`src/rtl/tt_uart_pkg.sv`:
```
// Shared UART definitions: frame state encoding and line levels.
// Used by both the transmitter and the matching receiver.
package tt_uart_pkg;

  typedef enum logic [2:0] {
    IDLE,
    START,
    DATA,
    PARITY,
    STOP
  } uart_state_e;

  localparam logic LINE_IDLE = 1'b1;
  localparam logic START_BIT = 1'b0;

  // Wide enough to index up to 8 data bits.
  localparam int unsigned BIT_IDX_W = 3;

endpackage

```
`src/rtl/tt_baud_gen.sv`:
```
// Bit-period timer: a down-counter that flags the last cycle of each serial bit.
// It reloads on restart and after every bit end, so consecutive bits need no extra control.
module tt_baud_gen #(
  parameter int unsigned CLK_DIV = 16
) (
  input  logic clk,
  input  logic rst_n,
  input  logic restart,
  output logic bit_end
);

  localparam logic [15:0] RELOAD = 16'(CLK_DIV - 1);

  logic [15:0] cnt;

  // NOTE: sequential state uses non-blocking assignments only, so every
  // register samples the values from before the edge.
  always_ff @(posedge clk or negedge rst_n) begin
    if (!rst_n) begin
      cnt <= '0;
    end else if (restart || cnt == 16'd0) begin
      cnt <= RELOAD;
    end else begin
      cnt <= cnt - 16'd1;
    end
  end

  assign bit_end = (cnt == 16'd0);

endmodule

```
`src/rtl/tt_uart_tx.sv`:
```
// UART transmitter: valid/ready word input, start + LSB-first data + optional
// even parity + stop bit on a single line. All outputs are registered.
module tt_uart_tx
  import tt_uart_pkg::*;
#(
  parameter int unsigned CLK_DIV   = 16,
  parameter int unsigned DATA_BITS = 8,
  parameter int unsigned PARITY_EN = 0
) (
  input  logic                 clk,
  input  logic                 rst_n,
  input  logic [DATA_BITS-1:0] in_data,
  input  logic                 in_valid,
  output logic                 in_ready,
  output logic                 tx,
  output logic                 busy
);

  localparam logic [BIT_IDX_W-1:0] LAST_IDX = BIT_IDX_W'(DATA_BITS - 1);

  uart_state_e          state;
  logic [DATA_BITS-1:0] shift;
  logic [BIT_IDX_W-1:0] bit_idx;
  logic                 parity;
  logic                 accept;
  logic                 bit_end;

  // NOTE: continuous assign rather than an incomplete always block, so no latch can be inferred.
  assign accept = (state == IDLE) && in_valid && in_ready;

  tt_baud_gen #(
    .CLK_DIV (CLK_DIV)
  ) u_baud (
    .clk     (clk),
    .rst_n   (rst_n),
    .restart (accept),
    .bit_end (bit_end)
  );

  // Outputs are loaded with the level of the state being entered, so tx
  // changes on the same edge as the state and never glitches.
  always_ff @(posedge clk or negedge rst_n) begin
    if (!rst_n) begin
      state    <= IDLE;
      tx       <= LINE_IDLE;
      in_ready <= 1'b0;
      busy     <= 1'b0;
      shift    <= '0;
      bit_idx  <= '0;
      parity   <= 1'b0;
    end else begin
      case (state)
        IDLE: begin
          tx       <= LINE_IDLE;
          busy     <= 1'b0;
          in_ready <= 1'b1;
          if (accept) begin
            state    <= START;
            tx       <= START_BIT;
            busy     <= 1'b1;
            in_ready <= 1'b0;
            shift    <= in_data;
            bit_idx  <= '0;
            parity   <= 1'b0;
          end
        end
        START: begin
          if (bit_end) begin
            state <= DATA;
            tx    <= shift[0];
          end
        end
        DATA: begin
          if (bit_end) begin
            parity <= parity ^ shift[0];
            shift  <= shift >> 1;
            if (bit_idx == LAST_IDX) begin
              if (PARITY_EN != 0) begin
                state <= PARITY;
                tx    <= parity ^ shift[0];
              end else begin
                state <= STOP;
                tx    <= LINE_IDLE;
              end
            end else begin
              bit_idx <= bit_idx + 1'b1;
              tx      <= shift[1];
            end
          end
        end
        PARITY: begin
          if (bit_end) begin
            state <= STOP;
            tx    <= LINE_IDLE;
          end
        end
        STOP: begin
          if (bit_end) begin
            state    <= IDLE;
            tx       <= LINE_IDLE;
            busy     <= 1'b0;
            in_ready <= 1'b1;
            bit_idx  <= '0;
          end
        end
        default: begin
          state <= IDLE;
          tx    <= LINE_IDLE;
          busy  <= 1'b0;
        end
      endcase
    end
  end

endmodule
```
`config.mk`:
```
export PLATFORM = sky130hd
export DESIGN_NAME = tt_uart_tx
export DESIGN_NICKNAME = d
export VERILOG_FILES = /design/src/rtl/tt_uart_pkg.sv /design/src/rtl/tt_baud_gen.sv /design/src/rtl/tt_uart_tx.sv
export SDC_FILE = /design/constraint.sdc
export NUM_CORES = 1
export LEC_CHECK = 0
export BUFFER_PORTS_ARGS = -buffer_cell sky130_fd_sc_hd__buf_2
export CORE_MARGIN = 2
export CORE_UTILIZATION = 40
export CTS_CLUSTER_DIAMETER = 120
export DETAILED_ROUTE_END_ITERATION = 10
export PLACE_DENSITY = 0.59
export REMOVE_ABC_BUFFERS = 1
export SLEW_MARGIN = 10
export SYNTH_ARGS = -nofsm -noshare
export SYNTH_HDL_FRONTEND = slang
export SYNTH_HIERARCHICAL = 1
export SYNTH_SLANG_ARGS = --single-unit
```
`constraint.sdc`:
```
create_clock -name clk -period 3.15 [get_ports clk]
set_input_delay 0.315 -clock clk [delete_from_list [all_inputs] [get_ports clk]]
set_output_delay 0.315 -clock clk [all_outputs]
set_load 0.01 [all_outputs]
```
# Word-level counts from Yosys, hierarchy flattened
# Cells that the tools add are included.
[totals] reg_bits=33 in_bits=11 output_inout_bits=3 elab_cells=64
[op_classes] add_sub_neg=2 eq_ne=13 n_mux=25 n_bitwise=1 n_reduce_logical=16
[ops] op="$mux W3" n=9
[ops] op="$logic_not A16 Y1" n=1
[ops] op="$mux W16" n=1
[ops] op="$mux W8" n=2
[ops] op="$pmux W8 S2" n=1
[ops] op="$sub A16 B1 Y16 const B" n=1
[ops] op="$pmux W3 S5" n=1
[ops] op="$ne A2 B2 Y1 const B" n=6
[ops] op="$pmux W3 S3" n=1
[ops] op="$mux W1" n=7
[ops] op="$eq A3 B2 Y1 const B" n=2
[ops] op="$eq A3 B3 Y1 const B" n=2
[ops] op="$reduce_and A3 Y1" n=2
[ops] op="$reduce_and A6 Y1" n=1
[ops] op="$reduce_and A5 Y1" n=1
[ops] op="$ne A2 B1 Y1 const B" n=2
[ops] op="$pmux W1 S4" n=1
[ops] op="$reduce_and A2 Y1" n=2
[ops] op="$reduce_bool A2 Y1" n=2
[ops] op="$add A3 B1 Y3 const B" n=1
[ops] op="$eq A3 B1 Y1 const B" n=1
[ops] op="$logic_not A3 Y1" n=1
[ops] op="$pmux W1 S3" n=1
[ops] op="$reduce_bool A3 Y1" n=1
[ops] op="6 further kinds" n=7

# Longest topological paths before layout
# Gate-level depths: netlist (run 1).
[depth] depth_word=5 ltp_mapped=11 depth_no_buf=9

# Modules after synthesis
# The synthesis (run 1) kept the hierarchy.
[modules_own_cells] mod="tt_uart_tx" n_inst=1 cells_per_inst=93 area_per_inst_um2=964.7 seq_area_each_um2=426.7
[modules_own_cells] mod="tt_baud_gen" n_inst=1 cells_per_inst=74 area_per_inst_um2=845.8 seq_area_each_um2=400.4

# Worst setup path before layout (run 1)
# No wires, ideal clock.
[synth_path] path_kind="register to register" startpoint="register u_baud.cnt[0]" endpoint="register shift[5]" setup_ns=0.073 arrival_ns=2.296 required_time_ns=3.077 slack_ns=0.781 stages_incl_launch_ff=12 path_buffers=2 path_cell_list="dfrtp_1 inv_1 ha_1 nor3b_4 nand4b_4 nor4_1 buf_4 nand2_4 a211oi_4 buf_6 nor2_1 a21oi_2"
[synth_via] elab_chain_cells=3
[synth_rtl] item="start: declaration" line_no="tt_baud_gen.sv:14" source="logic [15:0] cnt;"
[synth_rtl] item="start signal: assignment" line_no="tt_baud_gen.sv:24" source="cnt <= cnt - 16'd1;"
[synth_rtl] item="$logic_not A16 Y1" line_no="tt_baud_gen.sv:28" source="assign bit_end = (cnt == 16'd0);"
[synth_rtl] item="net bit_end" line_no="tt_uart_tx.sv:26" source="logic bit_end;"
[synth_rtl] item="$ne A2 B2 Y1 (no line)"
[synth_rtl] item="$reduce_and A3 Y1 (no line)"
[synth_rtl] item="end signal: assignment" line_no="tt_uart_tx.sv:62" source="shift <= in_data;"
[synth_rtl] item="end signal: assignment" line_no="tt_uart_tx.sv:76" source="shift <= shift >> 1;"
[synth_rtl] item="end: declaration" line_no="tt_uart_tx.sv:22" source="logic [DATA_BITS-1:0] shift;"
# The timed path passes the listed nets, and every way through them passes these cells.
# A chain may end at the register's enable or synchronous reset.

# Worst setup path in the final report (run 1)
[layout_path] startpoint="register u_baud.cnt[0]" endpoint="register shift[6]"
# Same word-level chain as after synthesis.

==> results of run 1 <==
-- flip-flops by register name, indices dropped and copies added (netlist names) --
register    flops
in_ready        1
busy            1
shift           8
state           3
u_baud/cnt     16
bit_idx         3
tx              1
-- per-stage QoR --
stage / std cells / hold WS (ns) / area [um2]
4_1_cts: 233 / 0.111 / 1990
5_1_grt: 233 / 0.143 / 1990
6_report: 233 / 0.0889 / 1990
3_5_place_dp: 225 / 0.433 / 1880
3_3_place_gp: 225 / 0.411 / 1880
2_1_floorplan: 159 / 0.0194 / 1740
-- power by group through the flow --
| stage | Sequential [uW] | Clock (uW) | Combinational [uW] |
|---|---|---|---|
| 6_report | 789 | 352 | 538 |
| 3_5_place_dp | 799 | 0 | 543 |
| 4_1_cts | 790 | 368 | 549 |
| 3_3_place_gp | 791 | 0 | 527 |
| 2_1_floorplan | 767 | 0 | 429 |
| 5_1_grt | 817 | 385 | 615 |
-- final cells by class --
| cell class | count | area (um2) |
|---|---|---|
| clock buffers | 7 | 96.3 |
| flip-flops and latches | 33 | 827 |
| repair buffers | 14 | 72.6 |
| well taps | 52 | 65.1 |
| fillers | 401 | 2370 |
| inverters | 6 | 22.5 |
| multi-input cells | 120 | 897 |
| clock inverters | 1 | 5.00 |
-- synthesized netlist by cell type (3+ instances only) --
library cell,number,area share
nor4_1,3,0.010
nand2_1,14,0.029
a21oi_2,3,0.015
a21oi_1,10,0.028
xnor2_1,3,0.015
ha_1,3,0.021
nor2_1,23,0.048
dfrtp_1,32,0.44
mux2i_1,9,0.050
o21ai_0,5,0.014
xor2_1,6,0.029
a21o_1,3,0.012
nand2b_1,3,0.010
buf_6,4,0.025
inv_1,6,0.012
-- kinds of logic after synthesis --
family                     after synthesis
AOI/OAI and AO/OA                       28
and+or+nand+nor                         70
adders and majority gates                3
DFF                                     33
muxes                                   10
xor gates and xnor gates                 9
buffers and inverters                   14
-- worst max path at each step --
| stage | from | slack, ns | cells after the start | to |
|---|---|---|---|---|
| after floorplan | u_baud/cnt[0] | 0.02 | 9 | shift[0] |
| after global placement | u_baud/cnt[0] | 0.58 | 10 | shift[1] |
| after detailed placement | u_baud/cnt[0] | 0.46 | 10 | shift[6] |
| after CTS | u_baud/cnt[0] | 0.42 | 10 | shift[1] |
| after global routing | u_baud/cnt[0] | 0.13 | 10 | shift[1] |
| final | u_baud/cnt[0] | 0.45 | 10 | shift[6] |
-- layer usage --
metal  part of all wire  vias up  routed length [um]
li1                   -      605                   -
met3              0.037        4                 113
met4              0.013        0                  41
met5                  0        -                   0
met1               0.43      609                1310
met2               0.52       16                1590
==> flow_summary.yaml, run 1 <==
grt:
  grt_pass1_wl_mm: 5.57
  grt_pass1_vias: 1257
  grt_max_degree: 34
  globalRouteOverflowTotal: 0
  track_usage: 0.141
  grt_use_met2: 0.245
  grt_util_met1: 0.158
  antenna_found_initial: 0
  use_met3: 0.0464
  busiest_layer: "met2"
worst_setup_path:
  critPathMaxFanout: 14
  path_class: "register to register"
  crit_path_max_incr_delay_ns: 0.59
  rr_worst_depth: 10
  crit_chain: "inv_1 > ha_1 > nor3b_4 > nand4b_4 > nor4_2 > buf_4 > nand2_4 > a211oi_4 > nor2_1 > a21oi_2"
  r2r-end: "shift[6]"
  crit_buf_inv: 2
  required_ns: 3.36
  critical_path.top_delay_family: "simple AND/OR/NAND/NOR gates"
  timing.rr.start: "u_baud/cnt[0]"
  slowest_stage: "a211oi_4"
  end_kind: "register"
  worstSetupStartpointType: "register"
  reg2reg_slack_ns: 0.45
  crit_arrival_ns: 2.91
cts:
  cts-resized-gates: 0
  clk_pin_slew_ns: 0.07
  cts_hold_buf: 0
  htreeDepth: 2
  cts_root_buf: "clkbuf_8"
  clock_sinks: 33
  cts_tree: "done"
  numCtsBuffers: 5
  cts_setup_buffers: 0
  clock_latency_ns: 0.28
  clockBufferDepth: 2
logic_synthesis:
  synth_xor_area_frac: 0.0435
  yosys_warnings: 6
  synth_cells: 167
  synth_area_per_cell_um2: 10.8
  ys_types: 46
  synth_edf_count: 0
  yosys.area_share.simple: 0.252
  syn_area_um2: 1810
  async_flop_share: 1.00
  ys_seq_area_frac: 0.457
  synth_compound_area_frac: 0.120
  muxShareOfSynthArea: 0.0560
  synth_fa_ha_area_frac: 0.0207
  ys.flop_type: "dfrtp_1"
  synth_top_family_by_area: "simple AND/OR/NAND/NOR gates"
  yosys_register_bits: 33
run_status:
  status: "completed"
detailed_routing:
  dr.pass1.iters: 4
  drt_wl_total_mm: 3.06
  drtAntennaViolNets: 0
  wl_per_cell_um: 13.1
  drt-vias-per-instance: 5.30
  drt_iter0_drc: 39
  num_vias: 1234
  drc_errors: 0
finish:
  n_antenna_cell: 0
  fin_util: 0.456
  drive_above_1_share: 0.243
  mostFrequentLayoutCells: "dfrtp_1 (32), nor2_1 (23), nand2_1 (14), buf_2 (13), a21oi_1 (10)"
  area_growth_pct: 9.67
  final_nets: 194
  layout_commonest_cell: "dfrtp_1"
power:
  comb_power_share: 0.320
  ir_drop_mv: 0.314
  power.density_nw_per_um2: 845
  p_sw_uw: 622
  p_int_uw: 1060
  p_sw_frac: 0.371
  p_clk_frac: 0.210
  seq_power_share: 0.470
  p_total_uw: 1680
  p_leak_uw: 0.000881
sta:
  setup_tns_ns: 0
  setup_viol: 0
  max_slew_margin: 0.395
  slew_viol_final: 0
  period_minus_slack_ns: 2.70
  skew_ns: 0.00534
  worst_slack_ns: 0.452
  fin_crit_sh: 0.857
  worst_pin_slew_ns: 0.903
  rsz0062_at_grt: "no"
  fmax_mhz: 371
  hold_viol_final: 0
place:
  pre_cts_slack_ns: 0.458
  portBuffers: 13
  dp_hpwl_mm: 2.15
  gp_congestion: 0.750
die:
  rows: 24
  fp.dieW_um: 71.3
  die_h_um: 71.3
  start_util: 0.416
  io_pins: 14
  core_area_um2: 4350
  dieArea_um2: 5080
run:
  drv_cap: 0
min_path:
  min-delay-path-class: "input port to asynchronous set/reset pin"
Power figures use the tool's default switching activity.
==> inputs of run 2 (changes only) <==
--- a/config.mk
+++ b/config.mk
@@ -10,6 +10,7 @@
 export CORE_UTILIZATION = 40
 export CTS_CLUSTER_DIAMETER = 120
 export DETAILED_ROUTE_END_ITERATION = 10
+export MAX_ROUTING_LAYER = met4
 export PLACE_DENSITY = 0.59
 export REMOVE_ABC_BUFFERS = 1
 export SLEW_MARGIN = 10
==> flow_summary.yaml, run 2 (synthesis gave the netlist of run 1 again) <==
finish:
  layout_commonest_cell: "dfrtp_1"
  fin_cells: 233
  largest_register: "u_baud/cnt"
  fillCellCount: 401
  multiInputGateArea_um2: 897
  largest_reg_flops: 16
  final_nets: 194
  top_regs: "u_baud/cnt x16, shift x8"
  drive_above_1_share: 0.243
  mostFrequentLayoutCells: "dfrtp_1 (32), nor2_1 (23), nand2_1 (14), buf_2 (13), a21oi_1 (10)"
  regArea_um2: 827
  stdcell_area_um2: 1990
  n_antenna_cell: 0
  area_growth_pct: 9.67
sta:
  rsz0062_at_grt: "no"
  setup_tns_ns: 0
  skew_ns: 0.00518
  worst_pin_slew_ns: 0.903
  fin_crit_sh: 0.857
  max_slew_margin: 0.396
  setup_viol: 0
  slew_viol_final: 0
  hold_viol_final: 0
  period_minus_slack_ns: 2.70
  fmax_mhz: 371
run:
  drv_cap: 0
grt:
  globalRouteOverflowTotal: 0
  grt_pass1_vias: 1256
  grt_max_degree: 34
  antenna_found_initial: 0
  grt_pass1_wl_mm: 5.58
  track_usage: 0.146
worst_setup_path:
  timing.rr.start: "u_baud/cnt[0]"
  crit_buf_inv: 2
  critPathMaxFanout: 14
  worstSetupStartpointType: "register"
  critical_path.top_delay_family: "simple AND/OR/NAND/NOR gates"
  path_class: "register to register"
  end_kind: "register"
  slowest_stage: "a211oi_4"
  crit_path_max_incr_delay_ns: 0.59
  reg2reg_slack_ns: 0.45
  cp-startpoint: "u_baud/cnt[0]"
  rr_worst_depth: 10
  crit_arrival_ns: 2.91
  crit_chain: "inv_1 > ha_1 > nor3b_4 > nand4b_4 > nor4_2 > buf_4 > nand2_4 > a211oi_4 > nor2_1 > a21oi_2"
  required_ns: 3.36
  r2r-end: "shift[6]"
detailed_routing:
  drtAntennaViolNets: 0
  num_vias: 1234
  drc_errors: 0
  dr.pass1.iters: 4
  drt-vias-per-instance: 5.30
  drt_wl_total_mm: 3.05
  drt_iter0_drc: 45
  wl_per_cell_um: 13.1
place:
  place_area_um2: 1880
  dp_hpwl_mm: 2.15
  gp_congestion: 0.759
  numPlacedInstances: 225
  portBuffers: 13
die:
  core_area_um2: 4350
  rows: 24
  die_h_um: 71.3
  dieArea_um2: 5080
  fp.dieW_um: 71.3
  io_pins: 14
  start_util: 0.416
cts:
  clk_pin_slew_ns: 0.07
  cts_setup_buffers: 0
  cts_hold_buf: 0
  cts_tree: "done"
  clockBufferDepth: 2
  htreeDepth: 2
  cts-resized-gates: 0
  numCtsBuffers: 5
  cts_root_buf: "clkbuf_8"
  clock_latency_ns: 0.28
  clock_sinks: 33
power:
  p_leak_uw: 0.000881
  seq_power_share: 0.470
  comb_power_share: 0.320
  p_sw_uw: 622
  p_clk_frac: 0.210
  power.density_nw_per_um2: 845
  ir_drop_mv: 0.314
  p_sw_frac: 0.371
  p_int_uw: 1060
min_path:
  min-delay-path-class: "input port to asynchronous set/reset pin"
run_status:
  status: "completed"
-- run 2: cell counts in the layout (fill, tap and decap cells not counted) --
No cell type changed its count.
-- run 2: worst max-delay path by stage --
stage	endpoint	slack, ns	cells after the start
2_1_floorplan	shift[0]	0.02	9
3_3_place_gp	shift[1]	0.58	10
3_5_place_dp	shift[6]	0.46	10
4_1_cts	shift[1]	0.42	10
5_1_grt	shift[1]	0.13	10
6_report	shift[6]	0.45	10
-- run 2: per-layer routing --
layer / up-vias / share of wire / global-route usage
met5: - / 0 / -
met4: 0 / 0.011 / 0.0629
met3: 4 / 0.036 / 0.0464
met2: 16 / 0.52 / 0.245
met1: 609 / 0.43 / 0.158
li1: 605 / - / -
-- run 2: stage by stage --
| stage | setup slack, ns | utilization | hold WS [ns] | total power (uW) |
|---|---|---|---|---|
| after global placement | 0.578 | 0.433 | 0.411 | 1320 |
| after floorplan | 0.0196 | - | 0.0194 | 1200 |
| after CTS | 0.422 | 0.456 | 0.111 | 1710 |
| final | 0.451 | 0.456 | 0.0890 | 1680 |
| after global routing | 0.135 | 0.456 | 0.143 | 1820 |
| after detailed placement | 0.458 | 0.433 | 0.433 | 1340 |
-- run 2: final cells by class --
cell class | instances | area share
sequential | 33 | 0.417
tap | 52 | 0.0328
clock buffer | 7 | 0.0485
clock inverter | 1 | 0.00252
inverter | 6 | 0.0113
multi-input combinational | 120 | 0.452
timing repair buffer | 14 | 0.0365
-- run 2: power groups by stage --
| stage | Combinational, uW | Clock, uW | Sequential [uW] |
|---|---|---|---|
| after CTS | 549 | 368 | 790 |
| final | 537 | 352 | 789 |
| after detailed placement | 543 | 0 | 799 |
| after global placement | 527 | 0 | 791 |
| after floorplan | 429 | 0 | 767 |
| after global routing | 615 | 385 | 817 |
==> inputs of run 3 (changes only) <==
--- a/config.mk
+++ b/config.mk
@@ -6,12 +6,14 @@
 export NUM_CORES = 1
 export LEC_CHECK = 0
 export BUFFER_PORTS_ARGS = -buffer_cell sky130_fd_sc_hd__buf_2
+export CELL_PAD_IN_SITES_DETAIL_PLACEMENT = 1
+export CELL_PAD_IN_SITES_GLOBAL_PLACEMENT = 2
 export CORE_MARGIN = 2
-export CORE_UTILIZATION = 40
+export CORE_UTILIZATION = 39
 export CTS_CLUSTER_DIAMETER = 120
 export DETAILED_ROUTE_END_ITERATION = 10
 export MAX_ROUTING_LAYER = met4
-export PLACE_DENSITY = 0.59
+export PLACE_DENSITY = 0.8
 export REMOVE_ABC_BUFFERS = 1
 export SLEW_MARGIN = 10
 export SYNTH_ARGS = -nofsm -noshare
==> flow_summary.yaml, run 3 (synthesis gave the netlist of run 1 again) <==
grt:
  use_met3: 0.0458
  grt_use_met2: 0.301
  track_usage: 0.173
  antenna_found_initial: 0
  grt_max_degree: 34
  busiest_layer: "met2"
  grt_pass1_vias: 1397
  grt_util_met1: 0.197
  globalRouteOverflowTotal: 0
  grt_pass1_wl_mm: 6.71
finish:
  area_growth_pct: 9.26
  top_regs: "u_baud/cnt x16, shift x8"
  fin_util: 0.448
  largest_register: "u_baud/cnt"
  drive_above_1_share: 0.238
  mostFrequentLayoutCells: "dfrtp_1 (32), nor2_1 (23), nand2_1 (14), buf_2 (13), a21oi_1 (10)"
  largest_reg_flops: 16
  stdcell_area_um2: 1980
  layout_commonest_cell: "dfrtp_1"
  n_antenna_cell: 0
  final_nets: 195
run:
  drv_cap: 0
die:
  rows: 24
  start_util: 0.410
  core_area_um2: 4410
  dieArea_um2: 5200
  fp.dieW_um: 72.1
  io_pins: 14
  die_h_um: 72.1
cts:
  numCtsBuffers: 5
  clock_latency_ns: 0.28
  cts_tree: "done"
  clk_pin_slew_ns: 0.07
  cts_root_buf: "clkbuf_8"
  cts_setup_buffers: 0
  clockBufferDepth: 2
  htreeDepth: 2
  clock_sinks: 33
  cts-resized-gates: 0
  cts_hold_buf: 0
sta:
  rsz0062_at_grt: "no"
  period_minus_slack_ns: 2.81
  setup_viol: 0
  worst_pin_slew_ns: 0.867
  fmax_mhz: 356
  fin_crit_sh: 0.893
  setup_tns_ns: 0
  max_slew_margin: 0.419
  slew_viol_final: 0
  hold_viol_final: 0
  skew_ns: 0.00742
  hold_ws_ns: 0.104
worst_setup_path:
  timing.rr.start: "u_baud/cnt[0]"
  end_kind: "register"
  r2r-end: "tx"
  path_class: "register to register"
  required_ns: 3.33
  reg2reg_slack_ns: 0.34
  rr_worst_depth: 10
  worstSetupStartpointType: "register"
  crit_arrival_ns: 2.99
  critPathMaxFanout: 8
detailed_routing:
  drt-vias-per-instance: 5.33
  wl_per_cell_um: 15.7
  drtAntennaViolNets: 0
  drt_wl_total_mm: 3.66
  num_vias: 1242
  drc_errors: 0
  dr.pass1.iters: 4
  drt_iter0_drc: 76
min_path:
  min-delay-path-class: "input port to asynchronous set/reset pin"
power:
  p_total_uw: 1680
  power.density_nw_per_um2: 850
  p_leak_uw: 0.000876
  ir_drop_mv: 0.304
place:
  place_area_um2: 1890
  portBuffers: 13
  dp_hpwl_mm: 2.71
  gp_congestion: 0.796
run_status:
  status: "completed"
## run 3: worst max-delay path by stage
stage / cells after the start / slack (ns) / endpoint / from
CTS: 10 / 0.25 / tx / u_baud/cnt[0]
detailed placement: 10 / 0.26 / tx / u_baud/cnt[0]
finish: 10 / 0.34 / tx / u_baud/cnt[0]
global route: 10 / 0.003 / tx / u_baud/cnt[0]
global placement: 10 / 0.42 / tx / u_baud/cnt[0]
floorplan: 9 / 0.02 / shift[0] / u_baud/cnt[0]
## run 3: critical path: stages (launching register included)
cell	delay [ns]
dfrtp_1	0.42
inv_1	0.10
ha_1	0.19
nor3b_4	0.35
nand4b_4	0.20
nor4_2	0.52
buf_4	0.26
nand2b_1	0.07
a21o_1	0.19
a221oi_1	0.32
a211oi_1	0.08
## run 3: final cells by class
cell class / count / area [um2]
fill: 498 / 2440
multi-input combinational: 120 / 897
sequential: 33 / 827
clock buffer: 7 / 86.3
timing repair buffer: 15 / 80.1
tap: 52 / 65.1
inverter: 6 / 22.5
## run 3: report_power, final
part | internal [uW] | switching (uW) | total [uW] | leakage (uW)
Sequential | 594 | 207 | 801 | 0.000406
Combinational | 274 | 289 | 563 | 0.000425
Clock | 173 | 144 | 317 | 0.0000443
## run 3: metrics by stage
step | cells | setup WS [ns]
after floorplan | 159 | 0.0196
after global placement | 226 | 0.416
after detailed placement | 226 | 0.264
after CTS | 233 | 0.254
after global routing | 233 | 0.00318
final | 233 | 0.338
## run 3: per-layer routing
layer / wire length, um / up-vias
li1: - / 603
met1: 1550 / 621
met2: 1970 / 13
met3: 101 / 5
met4: 45 / 0
met5: 0 / -
